===== src/rtl/npc_bus_pkg.sv =====
// Shared types and defaults for the NPC memory arbiter slice.
// Holds the FSM state encoding, owner encoding and counter sizing helper.
package npc_bus_pkg;

  localparam int DATA_LEN_DEF   = 32;
  localparam int STARVE_MAX_DEF = 4;
  localparam int TIMEOUT_DEF    = 255;

  typedef enum logic [1:0] {
    ST_IDLE  = 2'd0,
    ST_ISSUE = 2'd1,
    ST_WAIT  = 2'd2,
    ST_RESP  = 2'd3
  } arb_state_e;

  typedef enum logic {
    OWN_IFU = 1'b0,
    OWN_LSU = 1'b1
  } owner_e;

  // Bits needed to hold 0..maxval; never narrower than one bit.
  function automatic int cnt_width(input int maxval);
    return (maxval > 1) ? $clog2(maxval + 1) : 1;
  endfunction

endpackage


===== src/rtl/npc_mem_arbiter_if.sv =====
// Bundles the IFU, LSU and downstream memory handshakes of the arbiter.
// The slave modport is the arbiter's view; master is the surrounding core/memory.
interface npc_mem_arbiter_if import npc_bus_pkg::*; #(
  parameter int DATA_LEN = DATA_LEN_DEF
) ();

  logic                    ifu_req_valid;
  logic                    ifu_req_ready;
  logic [DATA_LEN-1:0]     ifu_addr;
  logic                    ifu_resp_valid;

  logic                    lsu_req_valid;
  logic                    lsu_req_ready;
  logic [DATA_LEN-1:0]     lsu_addr;
  logic                    lsu_wen;
  logic [DATA_LEN-1:0]     lsu_wdata;
  logic [DATA_LEN/8-1:0]   lsu_wmask;
  logic                    lsu_resp_valid;

  logic [DATA_LEN-1:0]     resp_rdata;
  logic                    resp_err;

  logic                    mem_req_valid;
  logic                    mem_req_ready;
  logic [DATA_LEN-1:0]     mem_addr;
  logic                    mem_wen;
  logic [DATA_LEN-1:0]     mem_wdata;
  logic [DATA_LEN/8-1:0]   mem_wmask;
  logic                    mem_resp_valid;
  logic [DATA_LEN-1:0]     mem_rdata;

  modport slave (
    input  ifu_req_valid, ifu_addr,
    input  lsu_req_valid, lsu_addr, lsu_wen, lsu_wdata, lsu_wmask,
    input  mem_req_ready, mem_resp_valid, mem_rdata,
    output ifu_req_ready, ifu_resp_valid,
    output lsu_req_ready, lsu_resp_valid,
    output resp_rdata, resp_err,
    output mem_req_valid, mem_addr, mem_wen, mem_wdata, mem_wmask
  );

  modport master (
    output ifu_req_valid, ifu_addr,
    output lsu_req_valid, lsu_addr, lsu_wen, lsu_wdata, lsu_wmask,
    output mem_req_ready, mem_resp_valid, mem_rdata,
    input  ifu_req_ready, ifu_resp_valid,
    input  lsu_req_ready, lsu_resp_valid,
    input  resp_rdata, resp_err,
    input  mem_req_valid, mem_addr, mem_wen, mem_wdata, mem_wmask
  );

endinterface


===== src/rtl/npc_prio_pick.sv =====
// Two-way picker: LSU wins by default, IFU is forced through after
// STARVE_MAX consecutive LSU wins while it was waiting.
module npc_prio_pick import npc_bus_pkg::*; #(
  parameter int STARVE_MAX = STARVE_MAX_DEF
) (
  input  logic sys_clk,
  input  logic sys_rst_n,
  input  logic arb_en_i,
  input  logic ifu_valid_i,
  input  logic lsu_valid_i,
  output logic grant_ifu_o,
  output logic grant_lsu_o
);

  localparam int SW = cnt_width(STARVE_MAX);

  logic [SW-1:0] starve_q, starve_d;
  logic          force_ifu;
  logic          grant_ifu;
  logic          grant_lsu;
  logic          starve_full;

  always_comb begin
    starve_full = (starve_q == SW'(STARVE_MAX));
    force_ifu   = (STARVE_MAX != 0) && ifu_valid_i && starve_full;
    grant_lsu   = lsu_valid_i && !force_ifu;
    grant_ifu   = ifu_valid_i && !grant_lsu;
    starve_d    = starve_q;
    // Counter only moves when a grant is actually taken in IDLE.
    if (arb_en_i) begin
      if (grant_ifu) begin
        starve_d = '0;
      end else if (grant_lsu) begin
        if (!ifu_valid_i) begin
          starve_d = '0;
        end else if (!starve_full) begin
          starve_d = starve_q + SW'(1);
        end
      end
    end
  end

  always_ff @(posedge sys_clk or negedge sys_rst_n) begin
    if (!sys_rst_n) begin
      starve_q <= '0;
    end else begin
      starve_q <= starve_d;
    end
  end

  assign grant_ifu_o = grant_ifu;
  assign grant_lsu_o = grant_lsu;

endmodule


===== src/rtl/npc_mem_arbiter.sv =====
// Serialises IFU and LSU requests onto the single-port memory, one
// outstanding transaction at a time, with a response timeout.
module npc_mem_arbiter import npc_bus_pkg::*; #(
  parameter int DATA_LEN   = DATA_LEN_DEF,
  parameter int STARVE_MAX = STARVE_MAX_DEF,
  parameter int TIMEOUT    = TIMEOUT_DEF
) (
  input  logic             sys_clk,
  input  logic             sys_rst_n,
  npc_mem_arbiter_if.slave bus
);

  localparam int MW = DATA_LEN / 8;
  localparam int TW = cnt_width(TIMEOUT - 1);

  arb_state_e            state_q, state_d;
  owner_e                owner_q, owner_d;
  logic                  mem_req_valid_q, mem_req_valid_d;
  logic [DATA_LEN-1:0]   mem_addr_q, mem_addr_d;
  logic                  mem_wen_q, mem_wen_d;
  logic [DATA_LEN-1:0]   mem_wdata_q, mem_wdata_d;
  logic [MW-1:0]         mem_wmask_q, mem_wmask_d;
  logic [TW-1:0]         timer_q, timer_d;
  logic                  ifu_resp_valid_q, ifu_resp_valid_d;
  logic                  lsu_resp_valid_q, lsu_resp_valid_d;
  logic [DATA_LEN-1:0]   rdata_q, rdata_d;
  logic                  err_q, err_d;

  logic arb_idle;
  logic grant_ifu;
  logic grant_lsu;
  logic timed_out;

  assign arb_idle = (state_q == ST_IDLE);

  npc_prio_pick #(
    .STARVE_MAX (STARVE_MAX)
  ) u_pick (
    .sys_clk     (sys_clk),
    .sys_rst_n   (sys_rst_n),
    .arb_en_i    (arb_idle),
    .ifu_valid_i (bus.ifu_req_valid),
    .lsu_valid_i (bus.lsu_req_valid),
    .grant_ifu_o (grant_ifu),
    .grant_lsu_o (grant_lsu)
  );

  // Gated by reset so the ready outputs also read 0 while reset is held.
  assign bus.ifu_req_ready = sys_rst_n && arb_idle && grant_ifu;
  assign bus.lsu_req_ready = sys_rst_n && arb_idle && grant_lsu;

  assign timed_out = (TIMEOUT != 0) && (timer_q == TW'(TIMEOUT - 1));

  always_comb begin
    state_d          = state_q;
    owner_d          = owner_q;
    mem_req_valid_d  = mem_req_valid_q;
    mem_addr_d       = mem_addr_q;
    mem_wen_d        = mem_wen_q;
    mem_wdata_d      = mem_wdata_q;
    mem_wmask_d      = mem_wmask_q;
    timer_d          = timer_q;
    ifu_resp_valid_d = 1'b0;
    lsu_resp_valid_d = 1'b0;
    rdata_d          = rdata_q;
    err_d            = err_q;

    unique case (state_q)
      ST_IDLE: begin
        if (grant_lsu) begin
          owner_d         = OWN_LSU;
          mem_addr_d      = bus.lsu_addr;
          mem_wen_d       = bus.lsu_wen;
          mem_wdata_d     = bus.lsu_wdata;
          mem_wmask_d     = bus.lsu_wmask;
          mem_req_valid_d = 1'b1;
          state_d         = ST_ISSUE;
        end else if (grant_ifu) begin
          owner_d         = OWN_IFU;
          mem_addr_d      = bus.ifu_addr;
          mem_wen_d       = 1'b0;
          mem_wdata_d     = '0;
          mem_wmask_d     = '1;
          mem_req_valid_d = 1'b1;
          state_d         = ST_ISSUE;
        end
      end
      ST_ISSUE: begin
        if (bus.mem_req_ready) begin
          mem_req_valid_d = 1'b0;
          timer_d         = '0;
          state_d         = ST_WAIT;
        end
      end
      ST_WAIT: begin
        // A real response takes precedence over a timeout in the same cycle.
        if (bus.mem_resp_valid || timed_out) begin
          rdata_d          = bus.mem_resp_valid ? bus.mem_rdata : '0;
          err_d            = !bus.mem_resp_valid;
          ifu_resp_valid_d = (owner_q == OWN_IFU);
          lsu_resp_valid_d = (owner_q == OWN_LSU);
          state_d          = ST_RESP;
        end else begin
          timer_d = timer_q + TW'(1);
        end
      end
      ST_RESP: begin
        state_d = ST_IDLE;
      end
      default: begin
        state_d = ST_IDLE;
      end
    endcase
  end

  always_ff @(posedge sys_clk or negedge sys_rst_n) begin
    if (!sys_rst_n) begin
      state_q          <= ST_IDLE;
      owner_q          <= OWN_IFU;
      mem_req_valid_q  <= 1'b0;
      mem_addr_q       <= '0;
      mem_wen_q        <= 1'b0;
      mem_wdata_q      <= '0;
      mem_wmask_q      <= '0;
      timer_q          <= '0;
      ifu_resp_valid_q <= 1'b0;
      lsu_resp_valid_q <= 1'b0;
      rdata_q          <= '0;
      err_q            <= 1'b0;
    end else begin
      state_q          <= state_d;
      owner_q          <= owner_d;
      mem_req_valid_q  <= mem_req_valid_d;
      mem_addr_q       <= mem_addr_d;
      mem_wen_q        <= mem_wen_d;
      mem_wdata_q      <= mem_wdata_d;
      mem_wmask_q      <= mem_wmask_d;
      timer_q          <= timer_d;
      ifu_resp_valid_q <= ifu_resp_valid_d;
      lsu_resp_valid_q <= lsu_resp_valid_d;
      rdata_q          <= rdata_d;
      err_q            <= err_d;
    end
  end

  assign bus.mem_req_valid  = mem_req_valid_q;
  assign bus.mem_addr       = mem_addr_q;
  assign bus.mem_wen        = mem_wen_q;
  assign bus.mem_wdata      = mem_wdata_q;
  assign bus.mem_wmask      = mem_wmask_q;
  assign bus.ifu_resp_valid = ifu_resp_valid_q;
  assign bus.lsu_resp_valid = lsu_resp_valid_q;
  assign bus.resp_rdata     = rdata_q;
  assign bus.resp_err       = err_q;

endmodule


===== src/flat_wrapper.sv =====
// flat-port wrapper written by rule: the top's interface ports become plain ports
module npc_mem_arbiter_flat import npc_bus_pkg::*;
#(
  parameter int DATA_LEN   = DATA_LEN_DEF,
  parameter int STARVE_MAX = STARVE_MAX_DEF,
  parameter int TIMEOUT    = TIMEOUT_DEF
)
  (sys_clk, sys_rst_n, bus_ifu_req_valid, bus_ifu_addr, bus_lsu_req_valid, bus_lsu_addr, bus_lsu_wen, bus_lsu_wdata, bus_lsu_wmask, bus_mem_req_ready, bus_mem_resp_valid, bus_mem_rdata, bus_ifu_req_ready, bus_ifu_resp_valid, bus_lsu_req_ready, bus_lsu_resp_valid, bus_resp_rdata, bus_resp_err, bus_mem_req_valid, bus_mem_addr, bus_mem_wen, bus_mem_wdata, bus_mem_wmask);
  npc_mem_arbiter_if #(.DATA_LEN(DATA_LEN)) bus_i ();
  input  logic sys_clk;
  input  logic sys_rst_n;
  input wire logic [$bits(bus_i.ifu_req_valid)-1:0] bus_ifu_req_valid;
  input wire logic [$bits(bus_i.ifu_addr)-1:0] bus_ifu_addr;
  input wire logic [$bits(bus_i.lsu_req_valid)-1:0] bus_lsu_req_valid;
  input wire logic [$bits(bus_i.lsu_addr)-1:0] bus_lsu_addr;
  input wire logic [$bits(bus_i.lsu_wen)-1:0] bus_lsu_wen;
  input wire logic [$bits(bus_i.lsu_wdata)-1:0] bus_lsu_wdata;
  input wire logic [$bits(bus_i.lsu_wmask)-1:0] bus_lsu_wmask;
  input wire logic [$bits(bus_i.mem_req_ready)-1:0] bus_mem_req_ready;
  input wire logic [$bits(bus_i.mem_resp_valid)-1:0] bus_mem_resp_valid;
  input wire logic [$bits(bus_i.mem_rdata)-1:0] bus_mem_rdata;
  output wire logic [$bits(bus_i.ifu_req_ready)-1:0] bus_ifu_req_ready;
  output wire logic [$bits(bus_i.ifu_resp_valid)-1:0] bus_ifu_resp_valid;
  output wire logic [$bits(bus_i.lsu_req_ready)-1:0] bus_lsu_req_ready;
  output wire logic [$bits(bus_i.lsu_resp_valid)-1:0] bus_lsu_resp_valid;
  output wire logic [$bits(bus_i.resp_rdata)-1:0] bus_resp_rdata;
  output wire logic [$bits(bus_i.resp_err)-1:0] bus_resp_err;
  output wire logic [$bits(bus_i.mem_req_valid)-1:0] bus_mem_req_valid;
  output wire logic [$bits(bus_i.mem_addr)-1:0] bus_mem_addr;
  output wire logic [$bits(bus_i.mem_wen)-1:0] bus_mem_wen;
  output wire logic [$bits(bus_i.mem_wdata)-1:0] bus_mem_wdata;
  output wire logic [$bits(bus_i.mem_wmask)-1:0] bus_mem_wmask;
  assign bus_i.ifu_req_valid = bus_ifu_req_valid;
  assign bus_i.ifu_addr = bus_ifu_addr;
  assign bus_i.lsu_req_valid = bus_lsu_req_valid;
  assign bus_i.lsu_addr = bus_lsu_addr;
  assign bus_i.lsu_wen = bus_lsu_wen;
  assign bus_i.lsu_wdata = bus_lsu_wdata;
  assign bus_i.lsu_wmask = bus_lsu_wmask;
  assign bus_i.mem_req_ready = bus_mem_req_ready;
  assign bus_i.mem_resp_valid = bus_mem_resp_valid;
  assign bus_i.mem_rdata = bus_mem_rdata;
  assign bus_ifu_req_ready = bus_i.ifu_req_ready;
  assign bus_ifu_resp_valid = bus_i.ifu_resp_valid;
  assign bus_lsu_req_ready = bus_i.lsu_req_ready;
  assign bus_lsu_resp_valid = bus_i.lsu_resp_valid;
  assign bus_resp_rdata = bus_i.resp_rdata;
  assign bus_resp_err = bus_i.resp_err;
  assign bus_mem_req_valid = bus_i.mem_req_valid;
  assign bus_mem_addr = bus_i.mem_addr;
  assign bus_mem_wen = bus_i.mem_wen;
  assign bus_mem_wdata = bus_i.mem_wdata;
  assign bus_mem_wmask = bus_i.mem_wmask;
  npc_mem_arbiter #(.DATA_LEN(DATA_LEN), .STARVE_MAX(STARVE_MAX), .TIMEOUT(TIMEOUT)) u_core (.sys_clk(sys_clk), .sys_rst_n(sys_rst_n), .bus(bus_i));
endmodule

===== config.mk =====
export PLATFORM = sky130hd
export DESIGN_NAME = npc_mem_arbiter_flat
export DESIGN_NICKNAME = d
export VERILOG_FILES = /design/src/rtl/npc_bus_pkg.sv /design/src/rtl/npc_mem_arbiter_if.sv /design/src/rtl/npc_prio_pick.sv /design/src/rtl/npc_mem_arbiter.sv /design/src/flat_wrapper.sv
export SDC_FILE = /design/constraint.sdc
export NUM_CORES = 1
export LEC_CHECK = 0
export ABC_AREA = 0
export CELL_PAD_IN_SITES_DETAIL_PLACEMENT = 2
export CELL_PAD_IN_SITES_GLOBAL_PLACEMENT = 2
export CORE_MARGIN = 2
export CORE_UTILIZATION = 24
export DETAILED_ROUTE_END_ITERATION = 6
export PLACE_DENSITY_LB_ADDON = 0.1
export SLEW_MARGIN = 20
export SYNTH_ARGS = -nofsm -noshare
export SYNTH_HDL_FRONTEND = slang
export SYNTH_HIERARCHICAL = 1
export SYNTH_SLANG_ARGS = --single-unit
export TNS_END_PERCENT = 1

===== constraint.sdc =====
create_clock -name sys_clk -period 2.9 [get_ports sys_clk]
set_clock_uncertainty 0.05 [all_clocks]
set_input_delay 0.725 -clock sys_clk [delete_from_list [all_inputs] [get_ports sys_clk]]
set_output_delay 0.725 -clock sys_clk [all_outputs]
set_load 0.02 [all_outputs]

After elaboration in Yosys (flattened, before gate mapping)
Cells that the tools add are included.
Storage, ports and cells
  flip-flop bits (word level): 119
  output and inout port bits: 107
  logic and storage cells: 76
Cells by class
  add/subtract/negate cells: 2
  equality and inequality tests: 10
  muxes and demuxes: 30
  bitwise logic cells: 1
  reduce and logical (&&, ||, !) cells: 20
Operator list (count)
  $mux W32: 5
  $mux W8: 2
  $pmux W8 S2: 1
  $mux W3: 4
  $reduce_and A3 Y1: 4
  $mux W1: 10
  $add A8 B1 Y8 const B: 1
  $eq A8 B8 Y1 const B: 1
  $mux W2: 4
  $mux W4: 2
  $pmux W2 S4: 1
  $logic_and A1 B1 Y1: 6
  $reduce_bool A2 Y1: 3
  $eq A2 B2 Y1 const B: 2
  $ne A2 B2 Y1 const B: 2
  $reduce_and A2 Y1: 2
  $add A3 B1 Y3 const B: 1
  $eq A3 B3 Y1 const B: 1
  $logic_not A1 Y1: 3
  $ne A3 B2 Y1 const B: 1
  $ne A3 B3 Y1 const B: 1
  $eq A2 B1 Y1 const B: 1
  $logic_not A2 Y1: 1
  $ne A2 B1 Y1 const B: 1
  other kinds (3): 3

Depth between registers and ports, before layout
Gate-level depths: netlist (run 1).
  word-level depth: 9
  mapped depth: 11
  mapped depth without buffers: 9

Hierarchy
Netlist (run 1), hierarchy kept.
By module, submodules not included
  npc_mem_arbiter: times used 1, cells each 460, area an instance 4873.4 um2, sequential area each 2902.8 um2
  npc_prio_pick: times used 1, cells each 22, area an instance 187.7 um2, sequential area each 75.1 um2

Worst setup path before layout (run 1)
Ideal clock, no wire load.
  path type: input -> output
  start: input port bus_ifu_req_valid
  end: output port bus_lsu_req_ready
  data arrival time: 1831 ps
  data required time: 2125 ps
  setup slack: 294 ps
  stages: 6
  cells stage by stage: nand3_1 -> nand2_1 -> inv_1 -> clkbuf_1 -> buf_1 -> and3_1
On the way
  longest elaborated chain between the ends: 4
RTL lines
  start, declared: line flat_wrapper.sv:12  | input wire logic [$bits(bus_i.ifu_req_valid)-1:0] bus_ifu_req_valid;
  $logic_and A1 B1 Y1: line npc_prio_pick.sv:25  | force_ifu = (STARVE_MAX != 0) && ifu_valid_i && starve_full;
  $logic_not A1 Y1: line npc_prio_pick.sv:26  | grant_lsu = lsu_valid_i && !force_ifu;
  $logic_and A1 B1 Y1: line npc_prio_pick.sv:26
  named net u_core.grant_lsu: line npc_mem_arbiter.sv:31  | logic grant_lsu;
  $logic_and A1 B1 Y1: line npc_mem_arbiter.sv:50  | assign bus.lsu_req_ready = sys_rst_n && arb_idle && grant_lsu;
  end, declared: line flat_wrapper.sv:24  | output wire logic [$bits(bus_i.lsu_req_ready)-1:0] bus_lsu_req_ready;
The timed path passes the listed nets, and every way through them passes these cells.

Worst setup path after layout (run 1)
  start: input port bus_ifu_req_valid
  end: output port bus_ifu_req_ready
On the way
  longest elaborated chain between the ends: 6
RTL lines
  $logic_and A1 B1 Y1: line npc_prio_pick.sv:25
  $logic_not A1 Y1: line npc_prio_pick.sv:26
  $logic_and A1 B1 Y1: line npc_prio_pick.sv:26
  $logic_not A1 Y1: line npc_prio_pick.sv:27  | grant_ifu = ifu_valid_i && !grant_lsu;
  $logic_and A1 B1 Y1 (*): line npc_prio_pick.sv:27
  named net u_core.grant_ifu: line npc_mem_arbiter.sv:30  | logic grant_ifu;
  $logic_and A1 B1 Y1 (*): line npc_mem_arbiter.sv:49  | assign bus.ifu_req_ready = sys_rst_n && arb_idle && grant_ifu;
  end, declared: line flat_wrapper.sv:22  | output wire logic [$bits(bus_i.ifu_req_ready)-1:0] bus_ifu_req_ready;
The timed path passes the listed nets; every way through them passes the cells marked *.

==> summary.txt, run 1 <==
Cells and area
  • Finished Layout Cells: 1,018
  • Antenna diode count: 0
  • Nets@finish: 876
  • Filler cell count: 2,209
  • Reg area: 2980 um^2
  • Post-route cell area: 8430 um^2
  • Area Overhead vs Synth: 66.6%
  • Area of the multi-input gates: 1920 um^2
  • Layout cells sized above 1: 7.81%

Power and ir drop
  • Overall Power: 9.05 mW
  • P per Cell Area: about 1100 nW/um^2
  • Max VDD drop: 0.000402 V
  • Leak pwr: 3.78 nW

Setup path
  • Largest fanout on the critical path: 2
  • Critical path, cell by cell: clkdlybuf4s50_1 -> nand3_1 -> nand2_1 -> and2_1 -> and3_1 -> clkdlybuf4s15_1
  • Critical Path End Type: output pin
  • Startpoint types: primary input
  • Crit-path leading delay family: buffers and inverters
  • Worst Setup Path Type: primary input to output pin
  • Max incr delay on CP: 0.48 ns
  • CP Buf/Inv Count: 2
  • WP data required: 2.12 ns
  • WP data arrival: roughly 2.0 ns
  • Slowest cell on crit path: clkdlybuf4s50_1

Global routing
  • First-pass GRT wire length: slightly below 30,000 um
  • All-Layer GR Usage: between 10% and 20%
  • Total gr overflow: 0
  • Initial antenna violation count: 0
  • Largest net degree at the start of global routing: 72
  • Vias in the first global route: 5,168

Timing
  • Final period util: 96.0%
  • PnR worst setup slack: 0.117 ns
  • Setup violators final: 0
  • Hold Vio Cnt, Final: 0
  • F_max: 0.359 GHz
  • Max transition margin: 37.7%
  • Min Clock Period, post-route: 2.78 ns
  • Slew at the pin closest to its max-slew limit: slightly above 0.9 ns
  • RSZ-0062 raised after global routing: no
  • Pins Over Slew Limit: 0

Placement
  • Dpl hpwl: between 10,000 and 15,000 um
  • Dpl ws: -0.198 ns
  • IO buf count: 245
  • Placed cell area: just under 8000 um^2
  • Placed cells: 986
  • Gp weighted congestion: 0.743

CTS
  • Max Buffers Root-to-Sink: 2
  • Clock sinks: 119
  • Latest clock arrival within the worst-skew pair: around 0.41 ns
  • Clock root buffer master: clkbuf_16
  • Clk slew on worst S/H paths: 0.06 ns
  • CTS Buf Count: 17
  • CTS H-tree depth: 4
  • CTS tree: done

Synthesis
  • Area contributors post-synth: dfrtp_1 59%, nand2_1 8.2%, mux2i_1 6.3%
  • Post-synthesis cell count: just under 500
  • Async S/R FF share, synth: 100%
  • Flops & latches, synth: 119
  • Yosys cell types: 35
  • Syn Nets: about 630
  • Post-synth top cells: 119 x dfrtp_1, 111 x nand2_1, 44 x o21ai_0
  • Mapped Avg Cell Area: around 11 um^2
  • Yosys warnings: 6
  • Most common cell in the netlist: dfrtp_1
  • Synth top area share: 58.8%
  • Post-synthesis sequential area ratio: 58.8%
  • Number of synthesized flops with an enable pin: 0
  • Mapped Area: 5060 um^2
  • Most used DFF post-synth: dfrtp_1
  • Cell taking the most area after synthesis: dfrtp_1

Floorplanning
  • Rows: 53
  • Core Region: 20,900 um^2
  • Die height: 149 um
  • Effective utilization at floorplan: around a quarter
  • Die area: 22,300 um^2
  • DIE WIDTH: ~150 um
  • I/O pin cnt: 246

Drt
  • DRT antenna net count: 0
  • Residual DRC: 0
  • Final WL: 18,900 um
  • DR vias: 4,647
  • Drt wl/cell: 18.6 um
  • Vias/cell: 4.56
  • Pre-antenna DRT Iters: 4
  • 1st-iter DRT viols: around 110

Status
  • Status: completed

Worst hold path
  • Min-Delay Path Class: primary input to asynchronous set/reset pin

Flow run
  • Max-cap violations: 0
-- layout make-up --
cell class	instances	share of cell area (%)
timing repair buffer	261	30.7
multi-input combinational	322	22.8
tap	275	4.08
sequential	119	35.3
clock inverter	14	1.48
inverter	9	0.415
clock buffer	18	5.21
-- path summary, 6_finish.rpt --
path	to	slack (ns)	startpoint	cells past startpoint
setup / recovery	bus_ifu_req_ready	0.12	bus_ifu_req_valid	6
hold / removal	u_core/bus.mem_wdata[29]	0.28	sys_rst_n	2
setup reg to reg	u_core/bus.mem_addr[5]	0.41	u_core/u_pick/starve_q[0]	10
hold reg to reg	u_core/bus.ifu_resp_valid	0.41	u_core/owner_q	1
max in group asynchronous	u_core/bus.mem_addr[10]	1.14	sys_rst_n	3
min in group sys_clk	u_core/bus.ifu_resp_valid	0.41	u_core/owner_q	1
-- where the power goes --
| part | switching [mW] | internal [mW] | leakage (nW) | total (mW) |
|---|---|---|---|---|
| Clock | 0.813 | 1.20 | 0.261 | 2.02 |
| Combinational | 2.28 | 1.92 | 2.02 | 4.20 |
| Sequential | 0.437 | 2.40 | 1.50 | 2.84 |
| Total | 3.53 | 5.52 | 3.78 | 9.05 |
-- per-stage QoR --
stage	setup TNS, ns	hold slack (ns)	util (%)
4_1_cts	0	0.279	40.4
5_1_grt	0	0.294	40.4
3_5_place_dp	-0.765	0.405	37.7
2_1_floorplan	0	0.368	-
3_3_place_gp	-0.266	0.399	37.7
6_report	0	0.283	40.4
-- registers in the layout, indices dropped and copies added, names as in the netlist, 2 cells and up --
name and count:
u_core/bus.mem_addr 32, u_core/bus.mem_wdata 32, u_core/timer_q 8, u_core/u_pick/starve_q 3
u_core/bus.mem_wmask 4, u_core/state_q 2, u_core/bus.resp_rdata 32
-- cells in the final DEF (no fill, tap or decap), types with 3 or more instances in the layout --
master / instances
a22o_1: 32
and2_1: 3
and3_1: 4
buf_4: 15
clkbuf_16: 17
clkdlybuf4s50_1: 242
clkinv_2: 4
clkinvlp_4: 6
dfrtp_1: 119
ha_1: 7
inv_1: 8
inv_6: 3
mux2i_1: 32
nand2_1: 111
nand2b_1: 5
nand3_1: 41
nand4_1: 4
nor2_1: 5
nor2b_1: 5
o21ai_0: 44
o31ai_1: 7
-- metal layers --
layer	track usage (%)	part of all wire (%)	routed length, um	vias up
li1	-	-	-	2168
met1	20.5	42	7910	2309
met2	29.1	51	9570	149
met3	5.23	6.4	1220	21
met4	4.62	1.1	216	0
met5	0	0	0	-
-- repair_timing --
| item | in CTS | in global routing |
|---|---|---|
| pin swaps | 0 | 0 |
| setup buffers | 0 | 0 |
| gates resized for setup | 2 | 3 |
| hold buffers | 0 | 0 |
| endpoints found under the setup margin | 2 | 2 |
-- cell families (layout without fill, tap and decap cells) --
kind of cell	after synthesis	after routing	synth area share, %
compound gates	100	100	13.6
fa+ha+maj	7	7	1.73
buf+inv	41	302	3.41
flops	119	119	58.8
mux	33	33	6.55
simple gates	182	182	15.8
No activity file was read; power rests on OpenSTA's default activity.
==> inputs of run 2 (changes only) <==
--- a/config.mk
+++ b/config.mk
@@ -17,4 +17,3 @@
 export SYNTH_HDL_FRONTEND = slang
 export SYNTH_HIERARCHICAL = 1
 export SYNTH_SLANG_ARGS = --single-unit
-export TNS_END_PERCENT = 1
==> results of run 2 <==
The final DEF is identical to that of run 1; final timing and power are the same.
